==> src/rtl/fft_r4_16p_pkg.sv <==
// Shared types and constants for the 16-point radix-4 single-path FFT sequencer.
package fft_r4_16p_pkg;

  localparam int N_POINTS = 16;
  localparam int RADIX    = 4;
  localparam int PHASE_W  = $clog2(N_POINTS);
  localparam int SEL_W    = $clog2(RADIX);

  typedef logic [SEL_W-1:0]   sel_t;
  typedef logic [PHASE_W-1:0] phase_t;

  typedef enum logic [1:0] {
    IDLE,
    LOAD,
    FLUSH,
    EMIT
  } state_t;

endpackage

==> src/rtl/fft_r4_16p_seq_phase_cnt.sv <==
// Datapath phase counter: one step per datapath advance, synchronous clear wins over enable.
module fft_phase_cnt
  import fft_r4_16p_pkg::*;
(
  input  logic   clk,
  input  logic   reset,
  input  logic   en,
  input  logic   clr,
  output phase_t phase
);

  // NOTE: sequential state uses non-blocking assignments so every flop samples pre-edge values.
  always_ff @(posedge clk or negedge reset) begin
    if (!reset) begin
      phase <= '0;
    end else if (clr) begin
      phase <= '0;
    end else if (en) begin
      phase <= phase + phase_t'(1);
    end
  end

endmodule

==> src/rtl/fft_r4_16p_seq.sv <==
// Control sequencer for a 16-point radix-4 SDF FFT: sample load, pipeline flush, output emit.
module fft_r4_16p_seq
  import fft_r4_16p_pkg::*;
#(
  parameter int LATENCY = 8,
  parameter int FCNT_W  = 8
) (
  input  logic              clk,
  input  logic              reset,
  input  logic              in_valid,
  output logic              in_ready,
  input  logic              abort,
  output logic              pipe_en,
  output sel_t              sel_q,
  output sel_t              sel_m,
  output logic              out_valid,
  output sel_t              out_idx,
  output logic              frame_done,
  output logic              busy,
  output logic [FCNT_W-1:0] frame_cnt
);

  localparam int               LAT_W      = 4;
  localparam logic [LAT_W-1:0] LAT_LAST   = LAT_W'(LATENCY - 1);
  localparam phase_t           PHASE_LAST = phase_t'(N_POINTS - 1);
  localparam sel_t             IDX_LAST   = sel_t'(RADIX - 1);

  state_t           state;
  logic             armed;
  logic [LAT_W-1:0] lat_cnt;
  phase_t           phase;
  logic             accept;
  logic             phase_en;
  logic             phase_clr;
  logic             last_group;

  // armed keeps in_ready low until the first clock edge after reset releases
  assign in_ready   = ((state == IDLE) && armed) || (state == LOAD);
  assign accept     = in_valid & in_ready;
  assign last_group = (state == EMIT) && (out_idx == IDX_LAST);

  // NOTE: every always_comb output gets a default first so no path can infer a latch.
  always_comb begin
    pipe_en = 1'b0;
    case (state)
      IDLE:        pipe_en = 1'b0;
      LOAD:        pipe_en = accept;
      FLUSH, EMIT: pipe_en = 1'b1;
      default:     pipe_en = 1'b0;
    endcase
    if (abort) pipe_en = 1'b0;
  end

  // The first sample is accepted in IDLE without a datapath advance, but still counts a phase step
  assign phase_en  = pipe_en | ((state == IDLE) & accept & ~abort);
  assign phase_clr = abort | last_group;

  fft_phase_cnt u_phase_cnt (
    .clk   (clk),
    .reset (reset),
    .en    (phase_en),
    .clr   (phase_clr),
    .phase (phase)
  );

  assign sel_q      = phase[SEL_W-1:0];
  assign sel_m      = phase[PHASE_W-1:SEL_W];
  assign out_valid  = (state == EMIT);
  assign frame_done = last_group & ~abort;
  assign busy       = (state != IDLE);

  always_ff @(posedge clk or negedge reset) begin
    if (!reset) begin
      state     <= IDLE;
      armed     <= 1'b0;
      lat_cnt   <= '0;
      out_idx   <= '0;
      frame_cnt <= '0;
    end else begin
      armed <= 1'b1;
      if (abort) begin
        state   <= IDLE;
        lat_cnt <= '0;
        out_idx <= '0;
      end else begin
        case (state)
          IDLE: begin
            if (accept) state <= LOAD;
          end
          LOAD: begin
            if (accept && (phase == PHASE_LAST)) begin
              state   <= FLUSH;
              lat_cnt <= '0;
            end
          end
          FLUSH: begin
            lat_cnt <= lat_cnt + LAT_W'(1);
            if (lat_cnt == LAT_LAST) state <= EMIT;
          end
          EMIT: begin
            out_idx <= out_idx + sel_t'(1);
            if (out_idx == IDX_LAST) begin
              state     <= IDLE;
              frame_cnt <= frame_cnt + FCNT_W'(1);
            end
          end
          default: state <= IDLE;
        endcase
      end
    end
  end

endmodule

==> config.mk <==
export PLATFORM = sky130hd
export DESIGN_NAME = fft_r4_16p_seq
export DESIGN_NICKNAME = d
export VERILOG_FILES = /design/src/rtl/fft_r4_16p_pkg.sv /design/src/rtl/fft_r4_16p_seq_phase_cnt.sv /design/src/rtl/fft_r4_16p_seq.sv
export SDC_FILE = /design/constraint.sdc
export NUM_CORES = 1
export LEC_CHECK = 0
export CORE_MARGIN = 2
export CORE_UTILIZATION = 55
export CTS_CLUSTER_DIAMETER = 60
export DETAILED_ROUTE_END_ITERATION = 12
export DONT_BUFFER_PORTS = 1
export PLACE_DENSITY = 0.7
export SLEW_MARGIN = 15
export SYNTH_ARGS = -nofsm -noshare
export SYNTH_HDL_FRONTEND = slang
export SYNTH_SLANG_ARGS = --single-unit
==> constraint.sdc <==
create_clock -name clk -period 2.4 [get_ports clk]
set_clock_uncertainty 0.1 [all_clocks]
set_input_delay 0.36 -clock clk [delete_from_list [all_inputs] [get_ports clk]]
set_output_delay 0.36 -clock clk [all_outputs]
set_load 0.01 [all_outputs]
==> results.md <==
* Status: complete, no violations
* Die Y at 51.86 um
* Final period util at 93.41%
* CP cell instances: inv_1 -> ha_1 -> a211oi_2 -> nor3_1
* Unrepaired setup endpoints after global routing: no
* Largest delay contributor family on the critical path: flip-flops
* Largest family of logic cells by synthesized area: compound AO/OA/AOI/OAI gates
* Setup violators final at 0
* Vias post-DR at 867
* Hold EP: state[1]$_DFFE_PN0P_
* Critical path's slowest cell: dfrtp_1
* Drt first pass iters at 4
* First-pass GRT wire length at 3967 um
* Level count of the clock H-tree at 1
* Ys Warns at 0
* Nets@finish at 134
* IO Port Bufs at 0
* Reg-to-reg slack, setup at 430 ps
* Crit path launch type: flip-flop
* Req. time, crit path at 1940 ps
* Leakage at 0.6101 nW
* F_max at 446.1 MHz
* Post-DP Area at 1266 sq um
* Drt via density at 5.858
* Worst hold-check path type: input pin to flip-flop
* TritonCTS clock tree: yes
* Endpoint kind of the worst setup timing path: output pin
* Initial antenna violation count at 0
* Worst-case clock buffer depth at 2
* Synth top area share at 41.71%
* Post-Synth Simple-Gate Area at 16.48%
* Synth area leaders: dfrtp_1 (42%), ha_1 (8.9%), xnor2_1 (4.9%), a21o_1 (3.0%), mux2i_1 (2.4%)
* Cells after synthesis at 117
* CTS sink cnt at 21
* Compound-Gate Fraction of Synth Area at 17.38%
* Final instance area at 1329 sq um
* Drt initial violations at 9
* Largest fanout on the critical path at 10
* Vias in the first global route at 844
* IO Pins at 23
* Core Util, Final at 60.65%
* Fin Setup TNS at 0 ps
* Worst vdd ir at 0.0005550 V
* WS Path Type: flip-flop to output pin
* Layout cells sized above 1 at 15.00%
* Row count at 17
* Crit path arrival time at 1780 ps
* Final Hold Vio Count at 0
* Die width at 51.86 um
* Post-Syn Area at 1260 sq um
* Area growth syn-to-layout at 5.461%
* Post-DP HPWL at 1689 um
* Reg2Reg Capture Point: u_phase_cnt.phase[1]$_DFFE_PN0P_
* Sequential area share after synthesis at 41.71%
* R2R depth at 6
* Multiplexer area fraction after synthesis at 3.277%
* Post-CTS setup buffers at 0
* WP buf/inv at 1
* Post-Synth XOR/XNOR Area at 6.951%
* Fillers at 197
* Number of remaining DRC errors at 0
* Avg WL per Cell at 15.74 um
* WHS at 71.11 ps
* Antenna viol nets, final at 0
* Max Slew Vio Count at 0
* Register bit total from synthesis at 21
* Syn Area/Cell at 10.77 sq um
* Reg2reg start: state[0]$_DFFE_PN0P_
* Net Count, Synth at 130
* CP Launch Point: state[0]$_DFFE_PN0P_
* Worst Tran Pin Value at 939.1 ps
* Core area at 2191 sq um
* Total Wirelength at 2330 um
* Max-slew headroom at 37.18%
* CTS buffer count at 3
* Total global-route track usage at 19.64%
* Pwr/cell area at 810.4 nW/um^2
* Root Buffer: clkbuf_4
* Clock transition at path regs at 130 ps
* Synth Area in Adders at 8.937%
* Hold path depth at 1
* Max-capacitance violation count at 0
* # diodes at 0
* Post-route minimum period at 2242 ps
* Starting Density at 57.51%
* Grt total ovfl at 0
* Worst hold path startpoint: abort
* Synth unique cells at 39
* Gp weighted congestion at 0.7837
* Worst-skew pair later-pin latency at 300 ps
* Place WS at 413.4 ps
* Max incr delay on CP at 430 ps
* Synth area leader: dfrtp_1
* Pin count of the biggest net entering global routing at 22
* Die area at 2689 sq um
* Post-route setup slack at 158.3 ps
[worst reg2reg max path, stage by stage, from the launching register on]
cell and delay (ps):
dfrtp_1 430, inv_1 170, ha_1 420, a211oi_2 120
o31ai_4 340, mux2i_1 240, nor2_1 50
[per-layer routing]
metal | global-route usage, % | wire length, um | vias up
met5 | 0 | 0 | -
met4 | 7.895 | 48 | 0
met3 | 3.736 | 85 | 6
met2 | 31.01 | 1104 | 14
met1 | 26.44 | 1092 | 419
li1 | - | - | 428
[cells in the mapped netlist (all sizes together)]
master,instances
nand2,4
a22o,1
ha,9
xor2,3
o21bai,1
a21oi,2
a211o,1
buf,4
mux2i,3
o311ai,1
nand3,8
nor3,2
o211ai,1
clkbuf,1
a22oi,1
inv,7
a21o,6
nor2b,2
a2111oi,1
o22ai,1
o31ai,1
and3,3
and4,1
dfrtp,21
a211oi,2
nand3b,4
xnor2,7
and3b,1
nand4,3
o21ai,1
a221oi,1
a31oi,3
mux2,1
and2,1
conb,1
nor2,7
[worst max path at each step]
stage	to	slack (ps)	cells past startpoint
final	pipe_en	160	4
after global routing	pipe_en	50	4
after CTS	pipe_en	100	4
after detailed placement	u_phase_cnt.phase[1]$_DFFE_PN0P_	410	6
after global placement	pipe_en	490	4
after floorplan	frame_cnt[5]$_DFFE_PN0P_	680	7
[per-stage QoR]
step	total power, mW	cells
final	1.077	148
after global routing	1.142	148
after CTS	1.080	147
after detailed placement	0.8875	141
after global placement	0.8748	141
after floorplan	0.8221	117
[cell type report]
type / count / area (sq um) / area share, %
multi-input combinational: 84 / 674.4 / 50.75
sequential: 21 / 525.5 / 39.55
timing repair buffer: 4 / 37.54 / 2.825
tap: 28 / 35.03 / 2.637
inverter: 7 / 26.28 / 1.977
clock buffer: 3 / 22.52 / 1.695
clock inverter: 1 / 7.507 / 0.5650
[sequential cells by signal, indices dropped and copies added (netlist names)]
register,flops
frame_cnt,8
lat_cnt,4
u_phase_cnt.phase,4
out_idx,2
state,2
armed,1
[logic make-up after synthesis]
logic type | Yosys count
buf+inv | 12
compound gates | 24
simple gates | 36
mux | 4
fa+ha+maj | 9
xor+xnor | 10
flops | 21
other cells | 1
[layout by cell type, fill, tap and decap left out, types with 3 or more instances in the layout]
| cell | instances |
|---|---|
| clkbuf_4 | 3 |
| dfrtp_1 | 21 |
| a21o_1 | 5 |
| xor2_1 | 3 |
| and3_1 | 3 |
| nand4_1 | 3 |
| nand2_1 | 4 |
| mux2i_1 | 3 |
| dlygate4sd3_1 | 3 |
| ha_1 | 8 |
| nor2_1 | 7 |
| nand3b_1 | 4 |
| xnor2_1 | 7 |
| a31oi_1 | 3 |
| inv_1 | 7 |
| nand3_1 | 6 |
[power by group]
group          leakage (nW)  internal (mW)  switching (mW)
combinational         0.308          0.187           0.273
clock                0.0139         0.0633           0.114
sequential            0.288          0.389          0.0509
[repair_timing]
action | CTS | global route
endpoints found under the setup margin | 0 | 1
hold buffers | 2 | 1
resized for setup | 0 | 1
hold endpoints to repair | 25 | 1
Power figures use the tool's default switching activity.
